### src/rtl/signal_group_sampler.sv
// rtl/signal_group_sampler.sv - samples a signal group periodically or on change into a timestamped FWFT record FIFO
//
// Purpose:
//   Watches WIDTH channels. In periodic mode a record is taken every PERIOD
//   cycles while enabled; in on-change mode a record is taken in every cycle
//   where the group differs from its value one cycle earlier. Each record is
//   {timestamp, group} and is queued in a DEPTH-entry first-word-fall-through
//   FIFO. Records arriving while the FIFO is full and not draining are dropped
//   and counted.
//
// Ports:
//   clk        in   clock, rising edge
//   rst        in   synchronous active-high reset
//   en         in   sampling enable
//   mode       in   0 = periodic, 1 = on-change
//   sig        in   [WIDTH]  monitored channels (bit WIDTH-1 is channel 0)
//   clr_ovf    in   clears overflow flag and drop counter
//   out_ready  in   consumer accepts the head record
//   out_valid  out  head record valid
//   out_data   out  [TS_W+WIDTH] head record {timestamp, group}, 0 when empty
//   count      out  [clog2(DEPTH)+1] records held
//   overflow   out  sticky: a record was dropped
//   drop_cnt   out  [8] dropped records, saturating at 255

module signal_group_sampler #(
  parameter int WIDTH  = 3,
  parameter int PERIOD = 15,
  parameter int DEPTH  = 8,
  parameter int TS_W   = 16
) (
  input  logic                          clk,
  input  logic                          rst,
  input  logic                          en,
  input  logic                          mode,
  input  logic [WIDTH-1:0]              sig,
  input  logic                          clr_ovf,
  input  logic                          out_ready,
  output logic                          out_valid,
  output logic [TS_W+WIDTH-1:0]         out_data,
  output logic [$clog2(DEPTH):0]        count,
  output logic                          overflow,
  output logic [7:0]                    drop_cnt
);

  localparam int REC_W = TS_W + WIDTH;
  localparam int PTR_W = $clog2(DEPTH);
  localparam int CNT_W = PTR_W + 1;
  localparam int PH_W  = $clog2(PERIOD);

  // free-running timestamp and one-cycle-old copy of the group
  logic [TS_W-1:0]  r_ts;
  logic [WIDTH-1:0] r_sig_q;

  // periodic phase counter
  logic [PH_W-1:0]  r_phase;

  // record FIFO
  logic [REC_W-1:0] r_mem [DEPTH];
  logic [PTR_W-1:0] r_wr_ptr;
  logic [PTR_W-1:0] r_rd_ptr;
  logic [CNT_W-1:0] r_count;

  // drop bookkeeping
  logic             r_overflow;
  logic [7:0]       r_drop_cnt;

  logic             w_periodic;
  logic             w_phase_end;
  logic             w_changed;
  logic             w_trig;
  logic             w_full;
  logic             w_pop;
  logic             w_push_ok;
  logic             w_drop;
  logic [REC_W-1:0] w_rec;

  assign w_periodic  = en && !mode;
  assign w_phase_end = (r_phase == PH_W'(PERIOD - 1));
  assign w_changed   = (sig != r_sig_q);

  assign w_trig = (w_periodic && w_phase_end) || (en && mode && w_changed);

  assign w_full    = (r_count == CNT_W'(DEPTH));
  assign out_valid = (r_count != '0);
  assign w_pop     = out_valid && out_ready;

  // A pop in the same cycle frees the slot, so a full FIFO that is draining
  // still accepts the new record.
  assign w_push_ok = w_trig && (!w_full || w_pop);
  assign w_drop    = w_trig && w_full && !w_pop;

  assign w_rec = {r_ts, sig};

  always_ff @(posedge clk) begin
    if (rst) begin
      r_ts    <= '0;
      r_sig_q <= '0;
    end else begin
      r_ts    <= r_ts + TS_W'(1);
      r_sig_q <= sig;
    end
  end

  // Held at 0 whenever periodic sampling is not active, so re-enabling
  // always yields the first trigger PERIOD cycles later.
  always_ff @(posedge clk) begin
    if (rst || !w_periodic) begin
      r_phase <= '0;
    end else if (w_phase_end) begin
      r_phase <= '0;
    end else begin
      r_phase <= r_phase + PH_W'(1);
    end
  end

  // Storage is not reset; out_data is gated by out_valid instead.
  always_ff @(posedge clk) begin
    if (!rst && w_push_ok) begin
      r_mem[r_wr_ptr] <= w_rec;
    end
  end

  always_ff @(posedge clk) begin
    if (rst) begin
      r_wr_ptr <= '0;
      r_rd_ptr <= '0;
      r_count  <= '0;
    end else begin
      if (w_push_ok) begin
        r_wr_ptr <= r_wr_ptr + PTR_W'(1);
      end
      if (w_pop) begin
        r_rd_ptr <= r_rd_ptr + PTR_W'(1);
      end
      case ({w_push_ok, w_pop})
        2'b10:   r_count <= r_count + CNT_W'(1);
        2'b01:   r_count <= r_count - CNT_W'(1);
        default: r_count <= r_count;
      endcase
    end
  end

  // A drop in the same cycle as clr_ovf wins: the clear is applied first and
  // the new drop is then counted, leaving overflow=1 and drop_cnt=1.
  always_ff @(posedge clk) begin
    if (rst) begin
      r_overflow <= 1'b0;
      r_drop_cnt <= '0;
    end else if (w_drop) begin
      r_overflow <= 1'b1;
      if (clr_ovf) begin
        r_drop_cnt <= 8'd1;
      end else if (r_drop_cnt != 8'hFF) begin
        r_drop_cnt <= r_drop_cnt + 8'd1;
      end
    end else if (clr_ovf) begin
      r_overflow <= 1'b0;
      r_drop_cnt <= '0;
    end
  end

  assign out_data = out_valid ? r_mem[r_rd_ptr] : '0;
  assign count    = r_count;
  assign overflow = r_overflow;
  assign drop_cnt = r_drop_cnt;

endmodule

### config.mk
export PLATFORM = sky130hd
export DESIGN_NAME = signal_group_sampler
export DESIGN_NICKNAME = d
export VERILOG_FILES = /design/src/rtl/signal_group_sampler.sv
export SDC_FILE = /design/constraint.sdc
export NUM_CORES = 1
export LEC_CHECK = 0
export ABC_AREA = 0
export CAP_MARGIN = 20
export CELL_PAD_IN_SITES_DETAIL_PLACEMENT = 1
export CELL_PAD_IN_SITES_GLOBAL_PLACEMENT = 1
export CORE_MARGIN = 2
export CORE_UTILIZATION = 46
export CTS_CLUSTER_DIAMETER = 100
export CTS_CLUSTER_SIZE = 16
export DETAILED_ROUTE_END_ITERATION = 8
export GPL_TIMING_DRIVEN = 0
export PLACE_DENSITY = 0.75
export RECOVER_POWER = 50
export SYNTH_ARGS = -nofsm -noshare
export SYNTH_HDL_FRONTEND = slang
export SYNTH_SLANG_ARGS = --single-unit
### constraint.sdc
create_clock -name clk -period 4.5 [get_ports clk]
set_input_delay 1.125 -clock clk [delete_from_list [all_inputs] [get_ports clk]]
set_output_delay 1.125 -clock clk [all_outputs]
set_load 0.05 [all_outputs]
==> results by group, run 1 <==
Timing
  • Fin crit period: 4.28 ns
  • Final hold violations: 0
  • Period utilization: between 90% and 100%
  • RSZ-0062 raised after global routing: false
  • Setup TNS Final: 0 ns
  • Fmax: approximately 230 MHz
  • Slew @ Worst Pin: about 1.1 ns
  • Setup violations, final: 0
  • Worst clock skew: between 0.006 and 0.007 ns
  • Max Slew Vio Count: 0
  • Worst slew margin: 29.3%

Synthesis
  • Seq/Total Area, Yosys: between 60% and 70%
  • Post-synthesis cell count: 479
  • Cell variety after synth: 43
  • Dominant synthesized flop cell: edfxtp_1
  • Syn nets: around 500
  • Yosys top cell area share: 58.3%
  • EDFF count, synth: 152
  • Async S/R FF share, synth: 0%
  • Post-Syn Area per Cell: about 16 um2
  • Post-Syn Area: between 7000 and 8000 um2
  • Register bit count reported by yosys: roughly 200
  • Warnings from Yosys: 0
  • Area leader, netlist: edfxtp_1
  • Top cells by area, synth: edfxtp_1, dfxtp_1, mux4_2

Clock tree
  • Latest clock arrival within the worst-skew pair: roughly 0.42 ns
  • Clock buffer depth: 2
  • CTS root buf: clkbuf_16
  • CTS Buf Count: 17
  • CTS Sinks: a little under 200
  • Clock-pin slew on the worst setup and hold paths: about 0.060 ns
  • CTS tree: done
  • H-Tree Depth: 4

Critical path
  • CP max stage cell: clkbuf_1
  • Crit-path max cell delay: around 0.79 ns
  • Setup crit start kind: flip-flop
  • Worst setup path category: flip-flop to primary output
  • Worst endpoint required time: 3.38 ns
  • Worst Path Arrival: 3.16 ns
  • Crit path cell chain: clkbuf_1 -> mux4_2 -> mux2i_1 -> nor2_1 -> clkdlybuf4s50_1
  • Crit-path max FO: 10
  • Critical Path End Type: primary output

Detailed routing
  • 1st-pass router iterations: 4
  • 1st-iter DRT viols: roughly 280
  • Via count: about 4500
  • Final wirelength: between 15 and 20 mm
  • WL per Instance: 22.4 um
  • Vias per inst: approximately 5.7
  • Number of remaining DRC errors: 0
  • DRT antenna net count: 0

Floorplanning
  • Die width: 134 um
  • # rows: 47
  • Die Y: ~130 um
  • Initial Utilization: a little under half
  • Die area: between 15000 and 20000 um2
  • Core ar.: roughly 17000 um2
  • I/O pin count: 42

Power
  • Leak pwr: roughly 0.003 uW
  • Pwr per Cell Area: between 500 and 600 nW/um2
  • Clk network pwr share: between 20 and 30%
  • Switching Fraction: between 30% and 40%
  • Part of the power in registers: about two fifths
  • P_int: approximately 3400 uW
  • Overall power: about 5000 uW
  • Combinational fraction of design power: 30.8%
  • Sw Pwr: 1660 uW
  • Peak VDD IR: about 460 uV

GRT
  • Grt ovf: 0
  • Total GRT Usage: 20.9%
  • Largest net degree at the start of global routing: 17
  • Vias in the first global route: about 4800
  • First-pass GRT wire length: approximately 28 mm
  • Antenna violations before repair: 0

Layout
  • Leading cell type in the layout, fill and taps excluded: edfxtp_1
  • Share of layout cells above drive strength 1: ~17%
  • Antenna Cells: 0
  • Nets: about 570
  • Fill cell count: around 1600
  • Finished Layout Cells: roughly 790
  • Commonest non-fill, non-tap cells in the layout: edfxtp_1, nor2_1, dfxtp_1
  • Area Overhead vs Synth: 18.4%

Place
  • Post-DP HPWL: about 11 mm
  • I/O Buffers: just over 40
  • Final GP Congestion: around 0.73
  • Placed Cells: 755

Flow run
  • Maximum capacitance violations: 0

Hold path
  • Min-Delay Path Class: flip-flop to flip-flop

Run status
  • Status: completed
==> worst paths after layout <==
| kind | start | end | slack (ns) | cells past startpoint |
|---|---|---|---|---|
| setup / recovery | flip-flop | out_data[8] | 0.22 | 5 |
| hold / removal | r_phase[0] | r_phase[0] | 0.46 | 1 |
| setup reg to reg | r_phase[0] | r_mem[0][6] | 1.53 | 8 |
| hold reg to reg | r_phase[0] | r_phase[0] | 0.46 | 1 |
==> cell usage after synthesis (3+ instances only) <==
cell type,count
xor2_1,8
mux2i_1,20
edfxtp_1,152
nand4_1,7
and4_1,3
nor2_1,50
ha_1,8
nand2_1,17
a21oi_1,14
clkbuf_1,12
nand3_1,14
mux4_2,38
nor2b_1,7
nor3_1,12
or3_1,7
dfxtp_1,45
xnor2_1,14
inv_1,8
nand3b_1,4
o21ai_1,6
==> per-stage QoR <==
stage	cell area, um2	hold WS, ns	utilization, %	setup slack, ns
2_1_floorplan	7820	0.430	-	0.218
3_3_place_gp	8510	0.441	51.3	-2.67
3_5_place_dp	8710	0.450	52.5	0.304
4_1_cts	9270	0.466	55.9	0.134
5_1_grt	9260	0.508	55.8	0.0147
6_report	9260	0.458	55.8	0.219
==> sequential cells by signal, summed over array words and instances (netlist names), named ones only <==
name / count
count: 4
r_ts: 16
r_sig_q: 3
r_rd_ptr: 3
r_mem: 152
r_wr_ptr: 3
drop_cnt: 8
r_phase: 4
overflow: 1
==> cell type report <==
type / instances / area (um2) / area share, %
Timing Repair Buffer: 56 / 576 / 6.22
Buffer: 19 / 91.3 / 0.986
Tap cell: 220 / 275 / 2.97
Multi-Input combinational cell: 253 / 2260 / 24.4
Sequential cell: 197 / 5470 / 59.0
Clock buffer: 22 / 444 / 4.80
Inverter: 10 / 37.5 / 0.405
Clock inverter: 10 / 108 / 1.16
==> per-layer routing <==
| layer | share of wire (%) | vias to the layer above | GRT usage [%] |
|---|---|---|---|
| met1 | 41 | 2337 | 27.2 |
| met3 | 5.2 | 28 | 4.35 |
| met4 | 1.9 | 0 | 7.25 |
| met2 | 52 | 120 | 35.1 |
| li1 | - | 1990 | - |
| met5 | 0 | - | 0 |
==> worst max-delay path: cells and delay by family, from the launching register on <==
| family | cells | cell delay (ns) |
|---|---|---|
| buffers and inverters | 2 | 1.51 |
| muxes | 2 | 0.83 |
| DFF | 1 | 0.33 |
| and+or+nand+nor | 1 | 0.06 |
==> kinds of logic after synthesis <==
kind of cell               count (synthesis)  synth area share, %
DFF                                      197                 69.9
and+or+nand+nor                          134                 8.81
muxes                                     59                 13.6
AOI/OAI and AO/OA                         29                 2.08
buffers and inverters                     29                 1.62
xor gates and xnor gates                  22                 2.46
adders and majority gates                  9                 1.54
==> power groups by stage <==
stage,clock network [uW],logic (uW),registers [uW]
after global routing,1530,1650,2050
after CTS,1450,1580,2050
final,1430,1550,2050
after global placement,0,1520,2080
after detailed placement,0,1570,2080
after floorplan,0,1030,2130
==> repair_timing <==
item                                    in CTS  in global routing
gates resized for setup                      3                  0
buffers inserted                             0                  0
endpoints found under the setup margin      11                  0
hold buffers                                 0                  0
No activity file was read; power rests on OpenSTA's default activity.
==> run 2, diff against run 1 <==
--- a/config.mk
+++ b/config.mk
@@ -11,7 +11,6 @@
 export CELL_PAD_IN_SITES_GLOBAL_PLACEMENT = 1
 export CORE_MARGIN = 2
 export CORE_UTILIZATION = 46
-export CTS_CLUSTER_DIAMETER = 100
 export CTS_CLUSTER_SIZE = 16
 export DETAILED_ROUTE_END_ITERATION = 8
 export GPL_TIMING_DRIVEN = 0
==> results of run 2 <==
Same layout as run 1: the final DEF is identical, and so are final timing and power.
==> run 3, diff against run 2 <==
--- a/config.mk
+++ b/config.mk
@@ -5,12 +5,11 @@
 export SDC_FILE = /design/constraint.sdc
 export NUM_CORES = 1
 export LEC_CHECK = 0
-export ABC_AREA = 0
-export CAP_MARGIN = 20
+export ABC_AREA = 1
 export CELL_PAD_IN_SITES_DETAIL_PLACEMENT = 1
 export CELL_PAD_IN_SITES_GLOBAL_PLACEMENT = 1
 export CORE_MARGIN = 2
-export CORE_UTILIZATION = 46
+export CORE_UTILIZATION = 43
 export CTS_CLUSTER_SIZE = 16
 export DETAILED_ROUTE_END_ITERATION = 8
 export GPL_TIMING_DRIVEN = 0
==> results by group, run 3 <==
Detailed routing
  • DRT antenna net count: 0
  • WL per Instance: 20.4 um
  • Number of remaining DRC errors: 0
  • 1st-pass router iterations: 5
  • Vias per inst: around 5.6
  • 1st-iter DRT viols: 459
  • Final wirelength: ~21 mm
  • Via count: 5857

GRT
  • Antenna violations before repair: 0
  • Total GRT Usage: approximately 22%
  • Largest net degree at the start of global routing: 18
  • Vias in the first global route: 6329
  • Grt ovf: 0
  • First-pass GRT wire length: 33.7 mm

Synthesis
  • Most common cell in the synthesized netlist: nor2_1
  • Yosys top cell area share: a little under three fifths
  • Async S/R FF share, synth: 0%
  • Post-synth top cells: nor2_1, edfxtp_1, o21ai_0, nand2_1
  • Syn nets: ~750
  • Top cells by area, synth: edfxtp_1, dfxtp_1, nor2_1
  • Post-Syn Area: 8060 um2
  • Warnings from Yosys: 0
  • Area leader, netlist: edfxtp_1
  • EDFF count, synth: 152
  • Dominant synthesized flop cell: edfxtp_1
  • Seq/Total Area, Yosys: 67.8%
  • Post-Syn Area per Cell: between 10 and 15 um2
  • Cell variety after synth: 34
  • Post-synthesis cell count: roughly 730
  • Register bit count reported by yosys: roughly 200

Clock tree
  • CTS tree: done
  • Hold buffers post-CTS: 0
  • CTS Sinks: ~200
  • Clock-pin slew on the worst setup and hold paths: roughly 0.07 ns
  • CTS Buf Count: 17
  • Setup bufs post-CTS: 0
  • Clock buffer depth: 2
  • H-Tree Depth: 4
  • CTS-repair resized insts: 0
  • Latest clock arrival within the worst-skew pair: ~0.43 ns
  • CTS root buf: clkbuf_16

Power
  • Clk network pwr share: a little over a quarter
  • Sw Pwr: around 2000 uW
  • P_int: 3300 uW
  • Peak VDD IR: approximately 290 uV
  • Combinational fraction of design power: about a third
  • Switching Fraction: between 30% and 40%
  • Part of the power in registers: 38.1%
  • Pwr per Cell Area: ~560 nW/um2
  • Leak pwr: about 0.0034 uW

Flow run
  • Maximum capacitance violations: 0

Floorplanning
  • Die width: 141 um
  • I/O pin count: 42
  • # rows: 50
  • Initial Utilization: ~43%
  • Core ar.: 18600 um2
  • Die Y: around 140 um
  • Die area: around 20000 um2

Critical path
  • WP depth: 8
  • Setup crit start kind: flip-flop
  • Most frequent cell on the critical path: nor2_1
  • CP max stage cell: clkdlybuf4s50_1
  • Crit-path max cell delay: approximately 0.84 ns
  • Critical Path End Type: primary output
  • CP delay by family, top: buffers and inverters
  • Crit path cell chain: inv_1 -> buf_2 -> buf_1 -> nor2_1 -> o32ai_1 -> nor2_1 -> nor2_1 -> clkdlybuf4s50_1
  • Crit-path max FO: 10
  • Worst Path Arrival: around 3.1 ns
  • Worst setup path category: flip-flop to primary output
  • Worst path bufs/invs: 4
  • Worst endpoint required time: around 3.4 ns
  • Reg2reg path depth: 9

Layout
  • Leading cell type in the layout, fill and taps excluded: nor2_1
  • Commonest non-fill, non-tap cells in the layout: nor2_1, edfxtp_1, o21ai_0
  • Area Overhead vs Synth: 17.5%
  • Max reg flops: 152
  • Finished Layout Cells: around 1000
  • Register name with the most flops: r_mem
  • Share of layout cells above drive strength 1: just over 8%
  • Nets: a little over 800
  • Antenna Cells: 0

Place
  • Pre-CTS WS: around 0.4 ns
  • Post-DP HPWL: 14.7 mm
  • Final GP Congestion: just over 0.8
  • I/O Buffers: 41
  • Placed Cells: between 1000 and 1500

Timing
  • Fin crit period: about 4.2 ns
  • Period utilization: a little over nine tenths
  • Final hold violations: 0
  • Fmax: 236 MHz
  • Slew @ Worst Pin: between 0.8 and 0.9 ns
  • Worst clock skew: between 0.008 and 0.009 ns
  • RSZ-0062 raised after global routing: false
  • Setup violations, final: 0
  • Max Slew Vio Count: 0
  • Fin worst setup slack: around 0.27 ns
  • Worst slew margin: 44.1%

Hold path
  • WHS Path Cells: 1
  • Min-Delay Path Class: flip-flop to flip-flop

Run status
  • Status: completed
-- run 3: cell count changes after synthesis, sizes merged, moves of 20 or more --
cell and delta:
nand2 +42, mux4 -38, nor2 +146, inv +36, o32ai +38, mux2i -20
o21ai +67
-- run 3: final cells by class --
| class | count | area [um2] |
|---|---|---|
| clock inverters | 13 | 121 |
| multi-input cells | 454 | 2280 |
| well taps | 234 | 293 |
| plain buffers | 33 | 143 |
| fillers | 1972 | 9110 |
| inverters | 47 | 176 |
| clock buffers | 19 | 433 |
| flip-flops and latches | 197 | 5470 |
| repair buffers | 52 | 566 |
-- run 3: stage by stage --
step / total power, uW / utilization (%) / hold slack, ns / TNS [ns] / cell area (um2)
after floorplan: 3260 / - / 0.430 / 0 / 8060
after global placement: 3830 / 47.2 / 0.437 / -84.79 / 8760
after detailed placement: 3890 / 48.2 / 0.460 / 0 / 8950
after CTS: 5340 / 51.2 / 0.481 / 0 / 9500
after global routing: 5530 / 51.0 / 0.508 / 0 / 9470
final: 5320 / 51.0 / 0.472 / 0 / 9470
-- run 3: path summary, 6_finish.rpt --
kind,from,endpoint,slack (ns)
worst min-delay path,r_phase[0],r_phase[0],0.47
worst max register to register,r_phase[0],r_mem[6][12],1.80
worst max-delay path,flip-flop,out_data[14],0.27
worst min register to register,r_phase[0],r_phase[0],0.47
-- run 3: cell families (layout without fill, tap and decap cells) --
logic type / after synthesis / in the layout / synth area share [%]
fa+ha+maj: 9 / 9 / 1.49
xor+xnor: 5 / 5 / 0.543
simple gates: 299 / 299 / 15.6
buf+inv: 80 / 164 / 3.96
compound gates: 141 / 141 / 10.7
flops: 197 / 197 / 67.8
-- run 3: power by group through the flow --
stage / Clock (uW) / Combinational, uW / Sequential, uW
after floorplan: 0 / 1160 / 2090
after global placement: 0 / 1760 / 2060
after detailed placement: 0 / 1820 / 2070
after CTS: 1470 / 1840 / 2030
after global routing: 1520 / 1970 / 2040
final: 1460 / 1830 / 2030
-- run 3: metal layers --
metal,GRT usage (%),vias to the layer above,wire length [um]
met5,0,-,0
met4,7.84,0,336
met3,4.14,28,996
met2,39.3,176,11000
met1,27.7,2935,9130
li1,-,2718,-
